`config.mk`:
```
export PLATFORM = sky130hd
export DESIGN_NAME = mips_mc_core
export DESIGN_NICKNAME = d
export VERILOG_FILES = /design/src/rtl/mips_mc_pkg.sv /design/src/rtl/mips_mc_regfile.sv /design/src/rtl/mips_mc_core.sv
export SDC_FILE = /design/constraint.sdc
export NUM_CORES = 2
export LEC_CHECK = 0
export BUFFER_PORTS_ARGS = -buffer_cell sky130_fd_sc_hd__clkbuf_2
export CORE_AREA = 4 4 356 323
export DETAILED_ROUTE_END_ITERATION = 10
export DIE_AREA = 0 0 360 327
export PLACE_DENSITY = 0.79
export SYNTH_ARGS = -nofsm -noshare
export SYNTH_HDL_FRONTEND = slang
export SYNTH_SLANG_ARGS = --single-unit
```
`constraint.sdc`:
```
create_clock -name clk -period 50.6 [get_ports clk]
set_input_delay 5.06 -clock clk [delete_from_list [all_inputs] [get_ports clk]]
set_output_delay 5.06 -clock clk [all_outputs]
set_load 0.005 [all_outputs]
```
`src/rtl/mips_mc_pkg.sv`:
```
// Shared definitions for the multi-cycle MIPS core: opcodes, functs,
// sequencer states and the ALU operation encoding.
package mips_mc_pkg;

    localparam logic [5:0] OP_RTYPE = 6'h00;
    localparam logic [5:0] OP_J     = 6'h02;
    localparam logic [5:0] OP_BEQ   = 6'h04;
    localparam logic [5:0] OP_ADDIU = 6'h09;
    localparam logic [5:0] OP_ORI   = 6'h0D;
    localparam logic [5:0] OP_LUI   = 6'h0F;
    localparam logic [5:0] OP_LW    = 6'h23;
    localparam logic [5:0] OP_SW    = 6'h2B;

    localparam logic [5:0] FN_ADDU  = 6'h21;
    localparam logic [5:0] FN_SUBU  = 6'h23;
    localparam logic [5:0] FN_AND   = 6'h24;
    localparam logic [5:0] FN_OR    = 6'h25;
    localparam logic [5:0] FN_SLT   = 6'h2A;

    typedef enum logic [3:0] {
        FETCH,
        DECODE,
        EXEC_R,
        EXEC_I,
        MEM_ADDR,
        MEM_RD,
        MEM_WR,
        WB_R,
        WB_I,
        WB_MEM,
        BRANCH,
        JUMP,
        HALT
    } state_t;

    typedef enum logic [2:0] {
        ALU_ADD,
        ALU_SUB,
        ALU_AND,
        ALU_OR,
        ALU_SLT,
        ALU_LUI
    } alu_op_t;

    // Single shared ALU; LUI takes its immediate from the low half of b.
    function automatic logic [31:0] alu_calc(input alu_op_t op,
                                             input logic [31:0] a,
                                             input logic [31:0] b);
        logic [31:0] r;
        r = 32'h0000_0000;
        case (op)
            ALU_ADD: r = a + b;
            ALU_SUB: r = a - b;
            ALU_AND: r = a & b;
            ALU_OR:  r = a | b;
            ALU_SLT: r = ($signed(a) < $signed(b)) ? 32'h0000_0001 : 32'h0000_0000;
            ALU_LUI: r = {b[15:0], 16'h0000};
            default: r = 32'h0000_0000;
        endcase
        return r;
    endfunction

endpackage

```
`src/rtl/mips_mc_regfile.sv`:
```
// 32x32 register file: two asynchronous read ports, one synchronous write
// port, asynchronous clear; register 0 always reads zero.
module mips_mc_regfile (
    input  logic        clk,
    input  logic        rst,
    input  logic [4:0]  ra1,
    input  logic [4:0]  ra2,
    output logic [31:0] rd1,
    output logic [31:0] rd2,
    input  logic        we,
    input  logic [4:0]  wa,
    input  logic [31:0] wd
);

    logic [31:0] regs [32];

    // Write port; writes aimed at register 0 are dropped.
    always_ff @(posedge clk or posedge rst) begin
        if (rst) begin
            for (int i = 0; i < 32; i++) begin
                regs[i] <= 32'h0000_0000;
            end
        end else if (we && (wa != 5'd0)) begin
            regs[wa] <= wd;
        end
    end

    assign rd1 = (ra1 == 5'd0) ? 32'h0000_0000 : regs[ra1];
    assign rd2 = (ra2 == 5'd0) ? 32'h0000_0000 : regs[ra2];

endmodule

```
`src/rtl/mips_mc_core.sv`:
```
// Multi-cycle MIPS core: one sequencer drives a shared datapath
// (IR, A, B, ALUOut, MDR) over a single req/ready memory port.
module mips_mc_core
    import mips_mc_pkg::*;
#(
    parameter int          ADDR_W   = 12,
    parameter logic [31:0] RESET_PC = 32'h0000_0000
) (
    input  logic              clk,
    input  logic              rst,
    output logic              mem_req,
    output logic              mem_we,
    output logic [ADDR_W-1:0] mem_addr,
    output logic [31:0]       mem_wdata,
    input  logic [31:0]       mem_rdata,
    input  logic              mem_ready,
    output logic              wb_en,
    output logic [4:0]        wb_addr,
    output logic [31:0]       wb_data,
    output logic              retire,
    output logic              halted,
    output logic [31:0]       pc_o
);

    state_t      state;
    state_t      next_state;
    logic [31:0] pc;
    logic [31:0] ir;
    logic [31:0] reg_a;
    logic [31:0] reg_b;
    logic [31:0] alu_out;
    logic [31:0] mdr;

    logic [5:0]  opcode;
    logic [5:0]  funct;
    logic [4:0]  rs;
    logic [4:0]  rt;
    logic [4:0]  rd;
    logic [31:0] imm_sext;
    logic [31:0] imm_zext;
    logic [31:0] mem_sum;
    logic [31:0] rs_data;
    logic [31:0] rt_data;

    alu_op_t     r_op;
    logic        r_legal;
    alu_op_t     i_op;
    logic [31:0] i_operand;

    logic        req_state;
    logic        rf_we;
    logic [4:0]  rf_waddr;
    logic [31:0] rf_wdata;

    assign opcode   = ir[31:26];
    assign rs       = ir[25:21];
    assign rt       = ir[20:16];
    assign rd       = ir[15:11];
    assign funct    = ir[5:0];
    assign imm_sext = {{16{ir[15]}}, ir[15:0]};
    assign imm_zext = {16'h0000, ir[15:0]};
    assign mem_sum  = reg_a + imm_sext;

    mips_mc_regfile u_regfile (
        .clk (clk),
        .rst (rst),
        .ra1 (rs),
        .ra2 (rt),
        .rd1 (rs_data),
        .rd2 (rt_data),
        .we  (wb_en),
        .wa  (rf_waddr),
        .wd  (rf_wdata)
    );

    // R-type funct decode; anything unlisted is illegal.
    always_comb begin
        r_op    = ALU_ADD;
        r_legal = 1'b1;
        case (funct)
            FN_ADDU: r_op = ALU_ADD;
            FN_SUBU: r_op = ALU_SUB;
            FN_AND:  r_op = ALU_AND;
            FN_OR:   r_op = ALU_OR;
            FN_SLT:  r_op = ALU_SLT;
            default: r_legal = 1'b0;
        endcase
    end

    // I-type operation and immediate extension select.
    always_comb begin
        i_op      = ALU_ADD;
        i_operand = imm_sext;
        case (opcode)
            OP_ORI: begin
                i_op      = ALU_OR;
                i_operand = imm_zext;
            end
            OP_LUI: begin
                i_op      = ALU_LUI;
                i_operand = imm_zext;
            end
            default: begin
                i_op      = ALU_ADD;
                i_operand = imm_sext;
            end
        endcase
    end

    // Sequencer state register.
    always_ff @(posedge clk or posedge rst) begin
        if (rst) begin
            state <= FETCH;
        end else begin
            state <= next_state;
        end
    end

    // Next-state logic and per-state control outputs.
    always_comb begin
        next_state = state;
        req_state  = 1'b0;
        mem_we     = 1'b0;
        mem_addr   = pc[ADDR_W-1:0];
        rf_we      = 1'b0;
        rf_waddr   = rt;
        rf_wdata   = alu_out;
        retire     = 1'b0;
        halted     = 1'b0;
        case (state)
            FETCH: begin
                req_state  = 1'b1;
                next_state = mem_ready ? DECODE : FETCH;
            end
            DECODE: begin
                case (opcode)
                    OP_RTYPE:                 next_state = r_legal ? EXEC_R : HALT;
                    OP_ADDIU, OP_ORI, OP_LUI: next_state = EXEC_I;
                    OP_LW, OP_SW:             next_state = MEM_ADDR;
                    OP_BEQ:                   next_state = BRANCH;
                    OP_J:                     next_state = JUMP;
                    default:                  next_state = HALT;
                endcase
            end
            EXEC_R: next_state = WB_R;
            EXEC_I: next_state = WB_I;
            WB_R: begin
                rf_we      = 1'b1;
                rf_waddr   = rd;
                retire     = 1'b1;
                next_state = FETCH;
            end
            WB_I: begin
                rf_we      = 1'b1;
                retire     = 1'b1;
                next_state = FETCH;
            end
            MEM_ADDR: begin
                if (mem_sum[1:0] != 2'b00) begin
                    next_state = HALT;
                end else if (opcode == OP_LW) begin
                    next_state = MEM_RD;
                end else begin
                    next_state = MEM_WR;
                end
            end
            MEM_RD: begin
                req_state  = 1'b1;
                mem_addr   = alu_out[ADDR_W-1:0];
                next_state = mem_ready ? WB_MEM : MEM_RD;
            end
            WB_MEM: begin
                rf_we      = 1'b1;
                rf_wdata   = mdr;
                retire     = 1'b1;
                next_state = FETCH;
            end
            MEM_WR: begin
                req_state  = 1'b1;
                mem_we     = 1'b1;
                mem_addr   = alu_out[ADDR_W-1:0];
                retire     = mem_ready;
                next_state = mem_ready ? FETCH : MEM_WR;
            end
            BRANCH, JUMP: begin
                retire     = 1'b1;
                next_state = FETCH;
            end
            HALT: begin
                halted     = 1'b1;
                next_state = HALT;
            end
            default: next_state = HALT;
        endcase
    end

    // Architectural datapath registers, loaded per sequencer state.
    always_ff @(posedge clk or posedge rst) begin
        if (rst) begin
            pc      <= RESET_PC;
            ir      <= 32'h0000_0000;
            reg_a   <= 32'h0000_0000;
            reg_b   <= 32'h0000_0000;
            alu_out <= 32'h0000_0000;
            mdr     <= 32'h0000_0000;
        end else begin
            case (state)
                FETCH: begin
                    if (mem_ready) begin
                        ir <= mem_rdata;
                        pc <= pc + 32'd4;
                    end
                end
                DECODE: begin
                    reg_a   <= rs_data;
                    reg_b   <= rt_data;
                    alu_out <= pc + {imm_sext[29:0], 2'b00};
                end
                EXEC_R:   alu_out <= alu_calc(r_op, reg_a, reg_b);
                EXEC_I:   alu_out <= alu_calc(i_op, reg_a, i_operand);
                MEM_ADDR: alu_out <= mem_sum;
                MEM_RD: begin
                    if (mem_ready) begin
                        mdr <= mem_rdata;
                    end
                end
                BRANCH: begin
                    if (reg_a == reg_b) begin
                        pc <= alu_out;
                    end
                end
                JUMP:     pc <= {pc[31:28], ir[25:0], 2'b00};
                default: ;
            endcase
        end
    end

    // Request is held low during reset so an abandoned access drops at once.
    assign mem_req   = req_state & ~rst;
    assign mem_wdata = reg_b;
    assign wb_en     = rf_we & (rf_waddr != 5'd0);
    assign wb_addr   = rf_waddr;
    assign wb_data   = rf_wdata;
    assign pc_o      = pc;

endmodule

```
Word-level counts from Yosys, hierarchy flattened
Index checks and enable logic that the tools add are counted.
{"block": "word_totals", "register_bits": 1220, "out_inout_bits": 118, "input_bits": 35, "wordCells": 165}
{"block": "classes", "n_eq_ne": 37, "n_mux": 39, "reduce_logical": 25, "bitwise": 11, "addsub": 7, "magnitude_cmp": 6}
{"operator": "1024-bit bitwise mux", "n": 1}
{"operator": "32-bit one-hot mux with 6 select lines", "n": 2}
{"operator": "32-bit two-way mux", "n": 11}
{"operator": "32-bit binary-select mux with 5-bit select", "n": 2}
{"operator": "32-bit demux with 5-bit select", "n": 1}
{"operator": "32-bit adder", "n": 4}
{"operator": "32-bit one-hot mux with 4 select lines", "n": 1}
{"operator": "32-bit one-hot mux with 3 select lines", "n": 1}
{"operator": "32-bit bitwise AND", "n": 2}
{"operator": "32-bit < comparator", "n": 2}
{"operator": "32-bit bitwise OR", "n": 2}
{"operator": "32-bit subtractor", "n": 2}
{"operator": "6-bit equality test (second input constant)", "n": 7}
{"operator": "32-bit by 3-bit adder with 32-bit output (second input constant)", "n": 1}
{"operator": "32-bit equality test", "n": 1}
{"operator": "4-bit one-hot mux with 8 select lines", "n": 1}
{"operator": "4-bit equality test (second input constant)", "n": 5}
{"operator": "4-bit one-hot mux with 5 select lines", "n": 1}
{"operator": "6-bit by 4-bit equality test with 1-bit output (second input constant)", "n": 3}
{"operator": "6-bit greater-or-equal comparator (second input constant)", "n": 3}
{"operator": "5-bit NOT with 6-bit output", "n": 3}
{"operator": "4-bit by 3-bit equality test with 1-bit output (second input constant)", "n": 4}
{"operator": "3-bit by 2-bit equality test with 1-bit output (second input constant)", "n": 4}
{"operator": "3-bit equality test (second input constant)", "n": 4}
{"operator": "33 further kinds", "n": 57}

Logic depth before layout (Yosys ltp)
{"block": "logic_depth", "depth_word": 8, "ltp_mapped": 16}

Cells and area by module
A second synthesis with hierarchy kept.
{"block": "unflattened", "cells_unflattened": 6036, "area_unflattened_um2": 73260.3}
{"mod": "mips_mc_regfile", "cells_each": 3730, "area_per_inst_um2": 54552.3, "seq_area_each_um2": 25624.6, "n_inst": 1}
{"mod": "mips_mc_core", "cells_each": 2306, "area_per_inst_um2": 18707.9, "seq_area_each_um2": 4904.7, "n_inst": 1}

Worst setup path before layout
OpenSTA, ideal clock, no wires.
{"block": "synth_path", "path_kind": "input -> output", "startpoint": "in mem_ready", "endpoint": "out retire", "slack_ps": 40010, "required_time_ps": 45540, "cell_stages": 3, "t_arrival_ps": 5530, "n_path_buf": 1, "path_cell_list": "clkbuf_1 o21ai_0 o21ai_0"}
{"block": "synth_via", "elab_chain_len": 1}
{"item": "start: declaration", "line": "mips_mc_core.sv:16", "rtl": "input logic mem_ready,"}
{"item": "1-bit one-hot mux with 2 select lines", "line": "mips_mc_core.sv:130", "rtl": "case (state)"}
{"item": "end: declaration", "line": "mips_mc_core.sv:20", "rtl": "output logic retire,"}
No other way between the ends.

Final worst setup path
Ends and elaborated chain as after synthesis.

==> flow_metrics.py <==
metrics = {
    "sta": {
        "setup_tns_ps": 0,
        "worstMarginPinSlew_ps": 1320,
        "layout_min_cycle_time_ps": 10720,
        "setup_slack_ps": 39880,
        "skew_ps": 40.8,
        "slew_violations": 0,
        "finalCritPeriodShare_pct": 21.2,
        "hold_viol": 0,
        "slew-limit-headroom_pct": 9.38,
        "setup_viol": 0,
        "rsz0062_at_grt": "no",
        "fmax_ghz": 0.0933,
    },
    "cts": {
        "root_buffer": "clkbuf_16",
        "htree_levels": 4,
        "post_cts_resized": 0,
        "hold_buffers": 0,
        "postCtsSetupRepairBufs": 0,
        "clk_pin_slew_ps": 60,
        "clkSinkCount": 1220,
        "numCtsBuffers": 131,
        "clock_path_buffers": 3,
        "clock_latency_ps": 800,
        "cts_tree": "yes",
    },
    "grt": {
        "antenna_found_initial": 17,
        "grt_max_degree": 193,
        "grt_usage_pct": 42.5,
        "grt_pass1_vias": 58800,
        "grt_pass1_wl_mm": 376,
        "grt_overflow": 0,
    },
    "power_and_ir_drop": {
        "pwr-share-seq_pct": 32.0,
        "p_leak_nw": 33.4,
        "comb_power_share_pct": 49.7,
        "ir_drop_mv": 0.0594,
        "clkPwrFrac_pct": 18.3,
        "p_int_mw": 3.04,
        "p_switching_mw": 2.49,
        "swShare_pct": 45.0,
        "p_per_area_nw_per_um2": 71.7,
    },
    "detailed_routing": {
        "wl_met3_mm": 32.3,
        "top_layer": "met5",
        "routed-via-count": 60600,
        "dr.pass1.iters": 9,
        "wire_per_inst_um": 30.2,
        "drc": 0,
        "drt.antenna.violating_nets": 0,
        "viasPerCell": 7.23,
        "met2_length_mm": 111,
        "m1WireLength_mm": 92.0,
        "drt-total-wl_mm": 254,
        "dr.first_iter.drc_count": 8818,
    },
    "placed_design": {
        "gp_congestion": 1.03,
        "port-buffer-count": 152,
        "placed_area_um2": 72700,
        "dp_hpwl_mm": 157,
        "placed_cells": 8148,
        "place_ws_ps": 39880,
    },
    "setup_path": {
        "path_max_fanout": 8,
        "crit_path_start_kind": "input pin",
        "path_class": "in2out",
        "crit_arrival_ps": 5660,
        "cp.required_ps": 45540,
        "cp_slowest_cell": "o21ai_0",
        "cpPeakStageDelay_ps": 200,
        "endpoint_kind": "output pin",
        "path_cells": "clkbuf_2, o21ai_0, o21ai_0, clkbuf_2",
    },
    "synth": {
        "ys_types": 98,
        "synth_area_leaders": "dfrtp_1, mux4_2, a21oi_1",
        "yosysMostFrequentCell": "dfrtp_1",
        "synth_edf_count": 0,
        "synth.largest_area_cell": "dfrtp_1",
        "ys_seq_elements": 1220,
        "synthCells": 7030,
        "syn_avg_cell_area_um2": 10.1,
        "synth_top_area_share_pct": 43.1,
        "synth-async-reset-ratio_pct": 100,
        "synthTopCellsByCount": "dfrtp_1, a21oi_1, nor2_1",
        "syn_nets": 7280,
        "ys.flop_type": "dfrtp_1",
        "yosysSeqAreaShare_pct": 43.1,
        "ys_warn_count": 0,
        "netlist_area_um2": 70900,
    },
    "final_layout": {
        "final_cells": 8387,
        "final_area_um2": 77200,
        "areaGrowthSynthToFinish_pct": 8.86,
        "nNetsFinal": 7056,
        "final_layout_size_suffix_gt1_share_pct": 17.1,
    },
    "floorplanning": {
        "die_x_um": 360,
        "fp.dieH_um": 327,
        "ioPinCount": 153,
        "core_area_um2": 111000,
        "dieArea_um2": 118000,
        "rows": 116,
        "start_util_pct": 63.9,
    },
    "run": {
        "cap_violations": 0,
    },
    "min_path": {
        "min_path_type": "reg2reg",
    },
    "status": {
        "outcome": "completed",
    },
}
==> cells in the final DEF (no fill, tap or decap), types with 47 or more instances in the layout <==
cell       count
a21o_1        48
a21oi_1      888
buf_4        115
clkbuf_16    131
clkbuf_2     152
dfrtp_1     1210
ha_1         211
inv_1        180
mux2_2       119
mux2i_1      232
mux4_2       451
nand2_1      622
nor2_1       731
nor3_1        81
o21ai_0      726
o221ai_1      83
o22ai_1      157
xnor2_1       47
==> sequential cells by signal, summed over array words and instances, names as in the netlist <==
register and flops:
state 4, pc_o 32, u_regfile.regs 1024, mdr 32
alu_out 32, ir 32, reg_a 32, mem_wdata 32
==> final cells by class <==
| cell class | instances | area, µm² |
|---|---|---|
| Tap cell | 1475 | 1850 |
| Timing Repair Buffer | 274 | 1760 |
| Clock buffer | 181 | 3770 |
| Sequential cell | 1220 | 30600 |
| Inverter | 184 | 698 |
| Clock inverter | 50 | 719 |
| Fill cell | 8105 | 33700 |
| Multi-Input combinational cell | 4995 | 37800 |
| Antenna cell | 8 | 20.0 |
==> layer usage <==
metal  vias to the layer above  GRT usage, %
li1                      25200             -
met1                     29900          56.3
met2                      4405          62.2
met3                      1065          12.8
met4                        12          26.0
met5                         -             0
==> critical path, delay by kind of cell <==
family	cells	cell delay, ps
buffers and inverters	2	320
AO/OA/AOI/OAI	2	290
==> per-stage QoR <==
step	hold slack (ps)	total power [mW]	utilization [%]
2_1_floorplan	445	3.49	-
3_3_place_gp	380	4.32	65.5
3_5_place_dp	387	4.41	65.5
4_1_cts	399	5.44	69.6
5_1_grt	414	5.77	69.6
6_report	401	5.53	69.6
==> power by group through the flow <==
stage               Clock (mW)  Combinational (mW)  Sequential [mW]
detailed placement           0                2.66             1.75
floorplan                    0                1.94             1.55
global placement             0                2.60             1.72
CTS                       1.01                2.68             1.74
finish                    1.01                2.75             1.77
global route              1.06                2.92             1.80
==> worst paths after layout <==
kind,startpoint,endpoint,cells after the start,slack [ps]
min in group asynchronous,rst,ir[31],2,4440
setup reg to reg,state[0],u_regfile.regs[394],6,44940
hold / removal,u_regfile.regs[997],u_regfile.regs[997],0,400
hold reg to reg,u_regfile.regs[997],u_regfile.regs[997],0,400
max in group asynchronous,rst,u_regfile.regs[717],4,43670
setup / recovery,mem_ready,retire,4,39880
==> kinds of logic (layout without fill, tap and decap cells) <==
group                    Yosys count  count (layout)  synth area share [%]
AO/OA/AOI/OAI                   2211            2211                  18.0
AND/OR/NAND/NOR                 1657            1657                  9.68
flip-flops                      1220            1220                  43.1
multiplexers                     834             834                  19.9
buffers and inverters            815             689                  4.53
adder cells (fa/ha/maj)          215             215                  3.84
XOR/XNOR                          78              78                 0.964
other                              0               8                     0
No activity file was read; power rests on OpenSTA's default activity.
